### src/rtl/multicycle_controller.sv
`default_nettype none
// ============================================================================
// Module      : multicycle_controller
// Description : Multi-cycle control FSM for the 4-bit-opcode datapath.
//               Sequences each instruction through fetch, decode, execute,
//               memory and write-back states, handshakes memory accesses
//               with mem_ready_i, selects register windows and counts
//               retired instructions.
// Ports       :
//   clk, rst        - clock, asynchronous active-high reset
//   opcode_i        - instruction register [15:12]
//   func_type_i     - R-type function field
//   zero_i          - ALU zero flag
//   mem_ready_i     - memory completed the current access this cycle
//   ir_ld_o/pc_ld_o - load instruction register / PC
//   pc_src_o        - 00 PC+1, 01 jump target, 10 branch target
//   adr_sel_o       - memory address: 0 PC, 1 ALU result
//   mem_rd_o/mem_wr_o                    - memory strobes
//   sel_imm_o/sel_alu_o/sel_mem_o/w_en_o - datapath selects, RF write
//   alu_func_o      - ALU operation
//   ldwnd_o/wnd_sel_o - window register load / window index
//   illegal_o       - one-cycle pulse on undecodable instruction
//   instr_count_o   - retired-instruction counter (wraps)
// Revision    : 1.0 - initial release
// ============================================================================
module multicycle_controller #(
  parameter int FUNC_W      = 3,
  parameter int NUM_WINDOWS = 4,
  parameter int CNT_W       = 16,
  localparam int WND_W      = $clog2(NUM_WINDOWS)
) (
  input  logic              clk,
  input  logic              rst,
  input  logic [3:0]        opcode_i,
  input  logic [7:0]        func_type_i,
  input  logic              zero_i,
  input  logic              mem_ready_i,
  output logic              ir_ld_o,
  output logic              pc_ld_o,
  output logic [1:0]        pc_src_o,
  output logic              adr_sel_o,
  output logic              mem_rd_o,
  output logic              mem_wr_o,
  output logic              sel_imm_o,
  output logic              sel_alu_o,
  output logic              sel_mem_o,
  output logic              w_en_o,
  output logic [FUNC_W-1:0] alu_func_o,
  output logic              ldwnd_o,
  output logic [WND_W-1:0]  wnd_sel_o,
  output logic              illegal_o,
  output logic [CNT_W-1:0]  instr_count_o
);

  typedef enum logic [3:0] {
    S_INIT   = 4'd0,
    S_FETCH  = 4'd1,
    S_DECODE = 4'd2,
    S_EXEC   = 4'd3,
    S_WB     = 4'd4,
    S_MEMADR = 4'd5,
    S_LOAD   = 4'd6,
    S_LWB    = 4'd7,
    S_STORE  = 4'd8,
    S_BRANCH = 4'd9
  } state_t;

  localparam logic [FUNC_W-1:0] ALU_ADD = FUNC_W'(1);

  state_t              state_q, state_d;
  logic [FUNC_W-1:0]   func_q, func_d;     // ALU function captured in DECODE
  logic                imm_q, imm_d;       // immediate operand captured in DECODE
  logic                store_q, store_d;   // memory op is a store
  logic [CNT_W-1:0]    cnt_q;
  logic                retire;

  // R-type one-hot function decode: exactly one of bits 0..5 set.
  logic                rtype_hit;
  logic [FUNC_W-1:0]   rtype_idx;
  logic                win_ok;

  always_comb begin
    rtype_hit = 1'b0;
    rtype_idx = '0;
    for (int k = 0; k < 6; k++) begin
      if (func_type_i == 8'(1 << k)) begin
        rtype_hit = 1'b1;
        rtype_idx = FUNC_W'(k);
      end
    end
  end

  assign win_ok = ({25'd0, func_type_i[6:0]} < 32'(NUM_WINDOWS));

  always_ff @(posedge clk or posedge rst) begin
    if (rst) begin
      state_q <= S_INIT;
      func_q  <= '0;
      imm_q   <= 1'b0;
      store_q <= 1'b0;
      cnt_q   <= '0;
    end else begin
      state_q <= state_d;
      func_q  <= func_d;
      imm_q   <= imm_d;
      store_q <= store_d;
      if (retire) cnt_q <= cnt_q + CNT_W'(1);
    end
  end

  always_comb begin
    state_d    = state_q;
    func_d     = func_q;
    imm_d      = imm_q;
    store_d    = store_q;
    retire     = 1'b0;
    ir_ld_o    = 1'b0;
    pc_ld_o    = 1'b0;
    pc_src_o   = 2'b00;
    adr_sel_o  = 1'b0;
    mem_rd_o   = 1'b0;
    mem_wr_o   = 1'b0;
    sel_imm_o  = 1'b0;
    sel_alu_o  = 1'b0;
    sel_mem_o  = 1'b0;
    w_en_o     = 1'b0;
    alu_func_o = '0;
    ldwnd_o    = 1'b0;
    wnd_sel_o  = '0;
    illegal_o  = 1'b0;

    case (state_q)
      S_INIT: state_d = S_FETCH;

      S_FETCH: begin
        mem_rd_o = 1'b1;
        if (mem_ready_i) begin
          ir_ld_o = 1'b1;
          pc_ld_o = 1'b1;
          state_d = S_DECODE;
        end
      end

      S_DECODE: begin
        // Clear the captured operation so non-EXEC paths leave nothing stale.
        state_d = S_FETCH;
        func_d  = '0;
        imm_d   = 1'b0;
        case (opcode_i)
          4'b0000, 4'b0001: begin
            state_d = S_MEMADR;
            store_d = opcode_i[0];
          end
          4'b0010: begin
            pc_ld_o  = 1'b1;
            pc_src_o = 2'b01;
            retire   = 1'b1;
          end
          4'b0100: state_d = S_BRANCH;
          4'b1000: begin
            if (rtype_hit) begin
              state_d = S_EXEC;
              func_d  = rtype_idx;
            end else if (func_type_i == 8'h40) begin
              retire = 1'b1;
            end else if (func_type_i[7] && win_ok) begin
              ldwnd_o   = 1'b1;
              wnd_sel_o = func_type_i[WND_W-1:0];
              retire    = 1'b1;
            end else begin
              illegal_o = 1'b1;
            end
          end
          4'b1100, 4'b1101, 4'b1110, 4'b1111: begin
            state_d = S_EXEC;
            imm_d   = 1'b1;
            func_d  = FUNC_W'({1'b0, opcode_i[1:0]} + 3'd1);
          end
          default: illegal_o = 1'b1;
        endcase
      end

      S_EXEC: begin
        alu_func_o = func_q;
        sel_imm_o  = imm_q;
        sel_alu_o  = |func_q;
        state_d    = S_WB;
      end

      S_WB: begin
        alu_func_o = func_q;
        sel_imm_o  = imm_q;
        sel_alu_o  = |func_q;
        w_en_o     = 1'b1;
        retire     = 1'b1;
        state_d    = S_FETCH;
      end

      S_MEMADR: begin
        sel_imm_o  = 1'b1;
        alu_func_o = ALU_ADD;
        state_d    = store_q ? S_STORE : S_LOAD;
      end

      S_LOAD: begin
        mem_rd_o   = 1'b1;
        adr_sel_o  = 1'b1;
        sel_imm_o  = 1'b1;
        alu_func_o = ALU_ADD;
        if (mem_ready_i) state_d = S_LWB;
      end

      S_LWB: begin
        sel_mem_o = 1'b1;
        w_en_o    = 1'b1;
        retire    = 1'b1;
        state_d   = S_FETCH;
      end

      S_STORE: begin
        mem_wr_o  = 1'b1;
        adr_sel_o = 1'b1;
        if (mem_ready_i) begin
          retire  = 1'b1;
          state_d = S_FETCH;
        end
      end

      S_BRANCH: begin
        alu_func_o = ALU_ADD;
        if (!zero_i) begin
          pc_ld_o  = 1'b1;
          pc_src_o = 2'b10;
        end
        retire  = 1'b1;
        state_d = S_FETCH;
      end

      default: state_d = S_INIT;
    endcase
  end

  assign instr_count_o = cnt_q;

endmodule
`default_nettype wire

### config.mk
export PLATFORM = sky130hd
export DESIGN_NAME = multicycle_controller
export DESIGN_NICKNAME = d
export VERILOG_FILES = /design/src/rtl/multicycle_controller.sv
export SDC_FILE = /design/constraint.sdc
export NUM_CORES = 1
export LEC_CHECK = 0
export ABC_CLOCK_PERIOD_IN_PS = 1900
export CORE_MARGIN = 2
export CORE_UTILIZATION = 43
export CTS_CLUSTER_SIZE = 10
export DETAILED_ROUTE_END_ITERATION = 8
export PLACE_DENSITY = 0.86
export SKIP_LAST_GASP = 1
export SYNTH_ARGS = -nofsm -noshare
export SYNTH_HDL_FRONTEND = slang
export SYNTH_SLANG_ARGS = --single-unit
### constraint.sdc
create_clock -name clk -period 1.9 [get_ports clk]
set_input_delay 0.19 -clock clk [delete_from_list [all_inputs] [get_ports clk]]
set_output_delay 0.19 -clock clk [all_outputs]
set_load 0.005 [all_outputs]
==> results.sh, run 1 <==
export IMPL_rsz0062_at_grt="true"
export IMPL_grt_overflow_total=0
export IMPL_setup_slack_ps=-282
export IMPL_ys_seq_area_share_pct=34.9
export IMPL_status="complete, but fails checks"
export IMPL_r2r_slack_ps=-230
export IMPL_startpoint="state_q[2]"
export IMPL_ir_drop_v=0.000647
export IMPL_port_buffers=49
export IMPL_slew_limit_headroom_pct=64.1
export IMPL_p_per_area_nw_per_um2=1110
export IMPL_dp_hpwl_mm=3.63
export IMPL_yosysUniqueCellTypes=48
export IMPL_tightest_slew_ps=531
export IMPL_wirelength_mm=6.65
export IMPL_fin_setup_tns_ps=-4280
export IMPL_wire_per_inst_microns=18.4
export IMPL_critPathLaunchType="register"
export IMPL_fillers=261
export IMPL_clock_sinks=25
export IMPL_cp_buffers_inverters=2
export IMPL_grt_pass1_wl_mm=9.00
export IMPL_r2r_start="state_q[2]"
export IMPL_cts_tree="yes"
export IMPL_ys_warn_count=0
export IMPL_period_minus_slack_ps=2180
export IMPL_clk_path_buf_depth=2
export IMPL_drive_gt1_share_pct=35.4
export IMPL_finalSetupViolations=26
export IMPL_design_die_area_sq_um=4710
export IMPL_synthesis_nets=229
export IMPL_max_stage_delay_ps=590
export IMPL_clock_latency_ps=270
export IMPL_seqCellArea_sq_um=627
export IMPL_drc=0
export IMPL_worstPathRequired_ps=1710
export IMPL_multiInputGateArea_sq_um=1260
export IMPL_antenna_left=0
export IMPL_async_flop_share_pct=100
export IMPL_ys_flop_type="dfrtp_1"
export IMPL_maxCapViolCount=0
export IMPL_start_util_pct=44.9
export IMPL_syn2layout_area_growth_pct=66.9
export IMPL_violations="setup timing"
export IMPL_leakage_uw=0.00143
export IMPL_synth_cells=208
export IMPL_endpoint="wnd_sel_o[0]"
export IMPL_cts_htree_levels=1
export IMPL_clkSlewWorstSetupHoldPaths_ps=80
export IMPL_crit_fanout=3
export IMPL_ys_seq_elements=25
export IMPL_track_usage_pct=25.9
export IMPL_n_antenna_cell=0
export IMPL_grt_pass1_vias=1895
export IMPL_worstPathArrival_ps=1990
export IMPL_dr_pass1_iters=5
export IMPL_post_route_util_pct=74.9
export IMPL_cts_buffers_inserted=3
export IMPL_die_h_microns=68.6
export IMPL_viasPerCell=5.98
export IMPL_whs_ps=308
export IMPL_synth_edff_count=0
export IMPL_r2r_worst_path_cells=7
export IMPL_cp_top_family="simple AND/OR/NAND/NOR gates"
export IMPL_vias=2160
export IMPL_cts_hold_buf=0
export IMPL_core_area_sq_um=4000
export IMPL_endpoint_kind="output port"
export IMPL_nets=333
export IMPL_grt_max_degree=26
export IMPL_final_setup_skew_ps=4.48
export IMPL_antenna_found_initial=0
export IMPL_place_gp_congestion=0.833
export IMPL_reg2reg_to="instr_count_o[12]"
export IMPL_dpl_cell_area_sq_um=2610
export IMPL_crit_type="reg -> out"
export IMPL_holdCritPathClass="in -> async"
export IMPL_io_pins=50
export IMPL_slew_viol_final=0
export IMPL_syn_area_sq_um=1790
export IMPL_drt_iter0_drc=233
export IMPL_hold_viol=0
export IMPL_die_x_microns=68.6
export IMPL_cts_root_buf="clkbuf_8"
export IMPL_num_rows=23
export IMPL_cp_depth=5
export IMPL_avgSynthCellArea_sq_um=8.63
export IMPL_critical_path_slowest_cell="or4b_4"
export IMPL_fin_crit_sh_pct=115
export IMPL_clock_fmax_ghz=0.458
export IMPL_worstPathCellList="or4b_4 > buf_6 > nor3_4 > and2_1 > clkbuf_2"
export IMPL_stdcell_area_sq_um=3000
area by class of cell:
type,count,share of cell area (%)
multi-input combinational,166,42.2
timing repair buffer,110,32.5
sequential,25,20.9
tap,50,2.09
clock buffer,4,1.50
inverter,6,0.752
metrics by stage:
step / setup WS, ps / total power, uW / std cells
6_report: -282 / 3310 / 361
5_1_grt: -305 / 3480 / 361
4_1_cts: -204 / 2870 / 349
3_5_place_dp: -523 / 2310 / 338
3_3_place_gp: -460 / 2260 / 338
2_1_floorplan: -163 / 1600 / 208
metal layers:
layer	vias up	track usage [%]	share of wire (%)
met5	-	0	0
met4	0	12.0	5.5
met1	1043	30.8	39
met3	40	3.90	5.3
met2	118	45.6	50
li1	959	-	-
worst min-delay path: stages:
cell and delay, ps:
clkdlybuf4s50_1 430, inv_1 60, buf_4 310
synthesized netlist by cell type, types with 2 or more instances:
cell type	n	area, sq um
a21oi_1	9	45.0
a221oi_1	2	17.5
a31oi_1	3	18.8
and2_1	5	31.3
and3_1	4	25.0
and4_1	3	26.3
buf_2	2	10.0
clkbuf_1	7	26.3
dfrtp_1	25	626
ha_1	5	62.6
inv_1	6	22.5
nand2_1	17	63.8
nand2b_1	5	31.3
nand3_1	6	30.0
nand4_1	7	43.8
nor2_1	20	75.1
nor2b_1	6	37.5
nor3_1	6	30.0
nor3b_1	3	22.5
nor4_1	3	18.8
nor4b_1	3	26.3
o21ai_0	19	95.1
xnor2_1	8	70.1
xor2_1	10	87.6
flip-flops by register name, indices dropped and copies added, names as in the netlist:
name           flops
func_q             3
state_q            4
store_q            1
imm_q              1
instr_count_o     16
repair_timing:
item | in CTS | in global routing
endpoints found under the setup margin | 34 | 32
gates cloned | 1 | 1
pin swaps | 17 | 22
gates resized for setup | 74 | 41
buffers inserted | 7 | 12
placed cells by master, fill, tap and decap left out, types with 7 or more instances in the layout:
master	count
buf_4	48
clkdlybuf4s50_1	25
nand2_1	17
dlygate4sd2_1	9
xnor2_1	8
nor2_1	18
a21oi_1	7
xor2_1	10
o21ai_0	15
dfrtp_1	24
nand4_1	7
buf_6	12
where the power goes:
part	internal, uW	switching [uW]	total, uW	leakage, uW
clock	150	166	316	0.0000228
sequential	672	187	858	0.000321
combinational	1140	994	2140	0.00109
how the worst min path moves through the flow:
stage / depth (start not counted) / end / slack [ps] / startpoint
6_report: 3 / instr_count_o[6] / 310 / rst
3_3_place_gp: 1 / instr_count_o[15] / 460 / instr_count_o[15]
3_5_place_dp: 1 / instr_count_o[15] / 470 / instr_count_o[15]
2_1_floorplan: 1 / func_q[0] / 220 / rst
5_1_grt: 3 / instr_count_o[7] / 340 / rst
4_1_cts: 3 / instr_count_o[3] / 270 / rst
cells by family (layout without fill, tap and decap cells):
group	count (synthesis)	after routing	share of synthesized area (%)
AOI/OAI and AO/OA	41	41	13.7
xor gates and xnor gates	18	18	8.79
adders and majority gates	5	5	3.49
buffers and inverters	18	120	5.16
DFF	25	25	34.9
muxes	3	3	1.81
and+or+nand+nor	98	99	32.1
Power figures use the tool's default switching activity.
==> run 2: changes to the inputs <==
--- a/config.mk
+++ b/config.mk
@@ -8,10 +8,12 @@
 export ABC_CLOCK_PERIOD_IN_PS = 1900
 export CORE_MARGIN = 2
 export CORE_UTILIZATION = 43
-export CTS_CLUSTER_SIZE = 10
+export CTS_CLUSTER_SIZE = 40
 export DETAILED_ROUTE_END_ITERATION = 8
 export PLACE_DENSITY = 0.86
+export SETUP_SLACK_MARGIN = 0.5
 export SKIP_LAST_GASP = 1
 export SYNTH_ARGS = -nofsm -noshare
 export SYNTH_HDL_FRONTEND = slang
 export SYNTH_SLANG_ARGS = --single-unit
+export TNS_END_PERCENT = 1
==> results.sh, run 2 (same netlist as run 1, synthesis figures left out) <==
export IMPL_grt_pass1_wl_mm=8.51
export IMPL_final_setup_skew_ps=1.80
export IMPL_grt_overflow_total=0
export IMPL_tightest_slew_ps=410
export IMPL_wirelength_mm=5.62
export IMPL_antenna_found_initial=0
export IMPL_status="complete, but fails checks"
export IMPL_dp_hpwl_mm=3.81
export IMPL_drc=0
export IMPL_wire_per_inst_microns=16.0
export IMPL_drt_iter0_drc=168
export IMPL_r2r_start="state_q[0]"
export IMPL_r2r_worst_path_cells=10
export IMPL_holdCritPathClass="in -> async"
export IMPL_maxCapViolCount=0
export IMPL_crit_fanout=4
export IMPL_clkPwrFrac_pct=11.3
export IMPL_r2r_slack_ps=-310
export IMPL_violations="setup timing"
export IMPL_start_util_pct=44.9
export IMPL_fillers=291
export IMPL_dpl_worst_slack_ps=-489
export IMPL_period_minus_slack_ps=2220
export IMPL_drive_gt1_share_pct=24.6
export IMPL_io_pins=50
export IMPL_worstPathRequired_ps=1710
export IMPL_clock_sinks=25
export IMPL_endpoint_kind="output port"
export IMPL_antenna_left=0
export IMPL_rsz0062_at_grt="true"
export IMPL_port_buffers=49
export IMPL_cts_hold_buf=0
export IMPL_nets=323
export IMPL_fin_crit_sh_pct=117
export IMPL_worstPathArrival_ps=2030
export IMPL_layout_commonest_cell="buf_4"
export IMPL_cts_buffers_inserted=3
export IMPL_pwr_share_comb_pct=59.1
export IMPL_finalPower_uw=2910
export IMPL_grt_max_degree=26
export IMPL_n_antenna_cell=0
export IMPL_design_die_area_sq_um=4710
export IMPL_slew_limit_headroom_pct=72.3
export IMPL_leakage_uw=0.00133
export IMPL_clock_latency_ps=280
export IMPL_layout_common_cells="buf_4 (49), clkdlybuf4s50_1 (39), dfrtp_1 (25)"
export IMPL_largest_reg_flops=16
export IMPL_place_gp_congestion=0.845
export IMPL_dr_pass1_iters=4
export IMPL_slew_viol_final=0
export IMPL_die_h_microns=68.6
export IMPL_critPathLaunchType="register"
export IMPL_cts_tree="yes"
export IMPL_dpl_cell_area_sq_um=2630
export IMPL_grt_pass1_vias=1852
export IMPL_setup_slack_ps=-325
export IMPL_core_area_sq_um=4000
export IMPL_num_rows=23
export IMPL_track_usage_pct=23.8
export IMPL_reg2reg_to="instr_count_o[8]"
export IMPL_seqCellArea_sq_um=626
export IMPL_multiInputGateArea_sq_um=1160
export IMPL_finalSetupViolations=31
export IMPL_vias=2028
export IMPL_die_x_microns=68.6
export IMPL_hold_viol=0
export IMPL_cts_root_buf="clkbuf_8"
export IMPL_stdcell_area_sq_um=2820
export IMPL_clk_path_buf_depth=2
export IMPL_clock_fmax_ghz=0.449
export IMPL_cts_htree_levels=1
export IMPL_clkSlewWorstSetupHoldPaths_ps=90
export IMPL_crit_type="reg -> out"
export IMPL_p_switching_uw=1150
export IMPL_p_per_area_nw_per_um2=1030
export IMPL_p_sw_share_pct=39.7
export IMPL_p_int_uw=1760
export IMPL_viasPerCell=5.78
export IMPL_ir_drop_v=0.000566
export IMPL_syn2layout_area_growth_pct=57.0
export IMPL_pwr_share_seq_pct=29.5
## run 2: repair_timing
action,in CTS,in global routing
gates resized for setup,23,10
setup endpoints to repair,53,57
pin swaps,9,4
buffers inserted,4,1
## run 2: layer usage
layer	wire [microns]	share of wire (%)	vias up	GRT usage, %
li1	-	-	934	-
met1	2300	41	1003	31.8
met2	2910	52	82	41.6
met3	318	5.7	9	1.46
met4	89	1.6	0	6.50
met5	0	0	-	0
## run 2: critical path, cell delays in order (launching register included)
cell and delay (ps):
dfrtp_1 440, buf_6 140, nand2b_1 190, a2bb2oi_2 190, nor4bb_1 420, or3_1 180
clkdlybuf4s15_1 200
## run 2: metrics by stage
stage | cells | hold slack, ps | setup TNS, ps | util [%]
global route | 351 | 314 | -9980 | 70.4
detailed placement | 342 | 470 | -9470 | 65.7
CTS | 350 | 265 | -7710 | 69.1
global placement | 342 | 467 | -8610 | 65.7
finish | 351 | 253 | -7610 | 70.4
floorplan | 208 | 217 | -1200 | -
## run 2: worst max path at each step
| stage | startpoint | to | slack [ps] |
|---|---|---|---|
| floorplan | state_q[0] | instr_count_o[1] | -170 |
| global placement | opcode_i[0] | instr_count_o[15] | -460 |
| detailed placement | opcode_i[0] | instr_count_o[15] | -490 |
| CTS | state_q[0] | instr_count_o[3] | -310 |
| global route | state_q[0] | instr_count_o[8] | -390 |
| finish | state_q[0] | pc_ld_o | -320 |
## run 2: area by class of cell
| cell class | instances | area share [%] |
|---|---|---|
| clock buffer | 3 | 1.47 |
| clock inverter | 1 | 0.178 |
| inverter | 6 | 0.799 |
| multi-input combinational | 165 | 41.3 |
| sequential | 25 | 22.2 |
| tap | 50 | 2.22 |
| timing repair buffer | 101 | 31.8 |
## run 2: power groups by stage
stage	logic (uW)	clock network, uW	registers [uW]
floorplan	790	0	800
global placement	1440	0	843
detailed placement	1490	0	849
CTS	1620	325	846
global route	1860	343	873
finish	1720	330	859
==> run 3: changes to the inputs <==
--- a/config.mk
+++ b/config.mk
@@ -6,8 +6,9 @@
 export NUM_CORES = 1
 export LEC_CHECK = 0
 export ABC_CLOCK_PERIOD_IN_PS = 1900
-export CORE_MARGIN = 2
+export CORE_MARGIN = 5
 export CORE_UTILIZATION = 43
+export CTS_CLUSTER_DIAMETER = 120
 export CTS_CLUSTER_SIZE = 40
 export DETAILED_ROUTE_END_ITERATION = 8
 export PLACE_DENSITY = 0.86
==> results.sh, run 3 (same netlist as run 1, synthesis figures left out) <==
export IMPL_status="complete, but fails checks"
export IMPL_violations="setup timing"
export IMPL_nets=330
export IMPL_dr_pass1_iters=4
export IMPL_worstPathRequired_ps=1710
export IMPL_drc=0
export IMPL_drt_met1_wl_mm=2.50
export IMPL_cts_root_buf="clkbuf_8"
export IMPL_cts_tree="yes"
export IMPL_finalSetupViolations=33
export IMPL_critPathLaunchType="register"
export IMPL_wire_per_inst_microns=16.5
export IMPL_ir_drop_v=0.000543
export IMPL_maxCapViolCount=0
export IMPL_grt_max_degree=26
export IMPL_hold_viol=0
export IMPL_cts_buffers_inserted=3
export IMPL_worstPathArrival_ps=2050
export IMPL_start_util_pct=44.5
export IMPL_cts_htree_levels=1
export IMPL_wl_met2_mm=2.93
export IMPL_clock_latency_ps=290
export IMPL_clkSlewWorstSetupHoldPaths_ps=100
export IMPL_clkPwrFrac_pct=11.3
export IMPL_grt_pass1_wl_mm=9.39
export IMPL_port_buffers=49
export IMPL_antenna_found_initial=0
export IMPL_slew_limit_headroom_pct=71.8
export IMPL_r2r_start="state_q[0]"
export IMPL_place_gp_congestion=0.809
export IMPL_dr_wl_met3_microns=320
export IMPL_final_setup_skew_ps=6.51
export IMPL_syn2layout_area_growth_pct=60.2
export IMPL_viasPerCell=5.60
export IMPL_design_die_area_sq_um=5560
export IMPL_io_pins=50
export IMPL_drt_iter0_drc=218
export IMPL_crit_type="reg -> out"
export IMPL_largest_reg_flops=16
export IMPL_reg2reg_to="instr_count_o[8]"
export IMPL_r2r_worst_path_cells=10
export IMPL_dpl_cell_area_sq_um=2620
export IMPL_layout_commonest_cell="buf_4"
export IMPL_antenna_left=0
export IMPL_track_usage_pct=22.0
export IMPL_rsz0062_at_grt="true"
export IMPL_multiInputGateArea_sq_um=1140
export IMPL_cts_hold_buf=0
export IMPL_r2r_slack_ps=-320
export IMPL_wirelength_mm=5.91
export IMPL_crit_fanout=11
export IMPL_clock_fmax_ghz=0.446
export IMPL_grt_overflow_total=0
export IMPL_setup_slack_ps=-340
export IMPL_holdCritPathClass="in -> async"
export IMPL_post_route_util_pct=71.3
export IMPL_grt_pass1_vias=1981
export IMPL_fin_crit_sh_pct=118
export IMPL_endpoint_kind="output port"
export IMPL_fin_setup_tns_ps=-7850
export IMPL_vias=2005
export IMPL_n_antenna_cell=0
export IMPL_core_area_sq_um=4030
export IMPL_num_rows=23
export IMPL_p_int_uw=1860
export IMPL_dpl_worst_slack_ps=-519
export IMPL_die_x_microns=74.6
export IMPL_seqCellArea_sq_um=628
export IMPL_stdcell_area_sq_um=2870
export IMPL_period_minus_slack_ps=2240
export IMPL_die_h_microns=74.6
export IMPL_pwr_share_comb_pct=60.4
export IMPL_fillers=292
export IMPL_p_per_area_nw_per_um2=1060
export IMPL_layout_common_cells="buf_4 (51), clkdlybuf4s50_1 (40), dfrtp_1 (23)"
export IMPL_leakage_uw=0.00132
export IMPL_slew_viol_final=0
export IMPL_dp_hpwl_mm=3.81
export IMPL_clock_sinks=25
export IMPL_tightest_slew_ps=418
export IMPL_clk_path_buf_depth=2
export IMPL_drive_gt1_share_pct=26.0
export IMPL_pwr_share_seq_pct=28.3
export IMPL_p_switching_uw=1180
export IMPL_p_sw_share_pct=38.9
export IMPL_top_layer_used="met4"
[run 3: changes by cell type in the layout (fill, tap and decap cells not counted), sizes merged]
cell           previous run  this run
buf                      52        59
clkinvlp                  0         1
clkdlybuf4s50            39        40
dlymetal6s2s              3         1
clkinv                    1         0
dlygate4sd2               6         7
[run 3: how the worst max path moves through the flow]
stage / end / start / slack (ps) / cells past startpoint
2_1_floorplan: instr_count_o[1] / state_q[0] / -170 / 7
3_3_place_gp: instr_count_o[15] / opcode_i[0] / -460 / 9
3_5_place_dp: instr_count_o[15] / opcode_i[0] / -520 / 9
4_1_cts: sel_alu_o / state_q[0] / -310 / 6
5_1_grt: instr_count_o[3] / state_q[0] / -390 / 11
6_report: pc_src_o[1] / state_q[1] / -340 / 5
[run 3: area by class of cell]
cell class	count	share of cell area (%)
repair buffers	108	33.9
clock inverters	1	0.261
well taps	50	2.18
clock buffers	3	1.44
inverters	6	0.784
flip-flops and latches	25	21.9
multi-input cells	165	39.6
[run 3: routing by layer]
metal  vias up  GRT usage (%)
met5         -              0
met2        77           36.9
met1       962           28.6
met3        15           2.16
li1        951              -
met4         0           9.88
[run 3: critical path: stages, from the launching register on]
cell,delay [ps]
dfrtp_2,460
buf_4,180
nand2b_1,180
nor3b_1,260
buf_4,170
clkdlybuf4s50_1,520
[run 3: stage by stage]
step	instances	total power, uW	hold slack (ps)
detailed placement	340	2300	465
CTS	352	2820	265
finish	358	3040	251
global placement	340	2250	462
floorplan	208	1590	217
global route	358	3220	285
[run 3: repair_timing]
action                                 CTS  global route
resized for setup                       25            10
endpoints found under the hold margin    0             0
gates cloned                             1             1
setup buffers                            7             5
pin swaps                                7             7
setup endpoints to repair               55            57
[run 3: power groups by stage]
stage / registers [uW] / clock network (uW) / logic, uW
after floorplan: 800 / 0 / 790
after global placement: 842 / 0 / 1410
after detailed placement: 849 / 0 / 1450
after CTS: 841 / 336 / 1650
after global routing: 879 / 364 / 1980
final: 861 / 345 / 1840
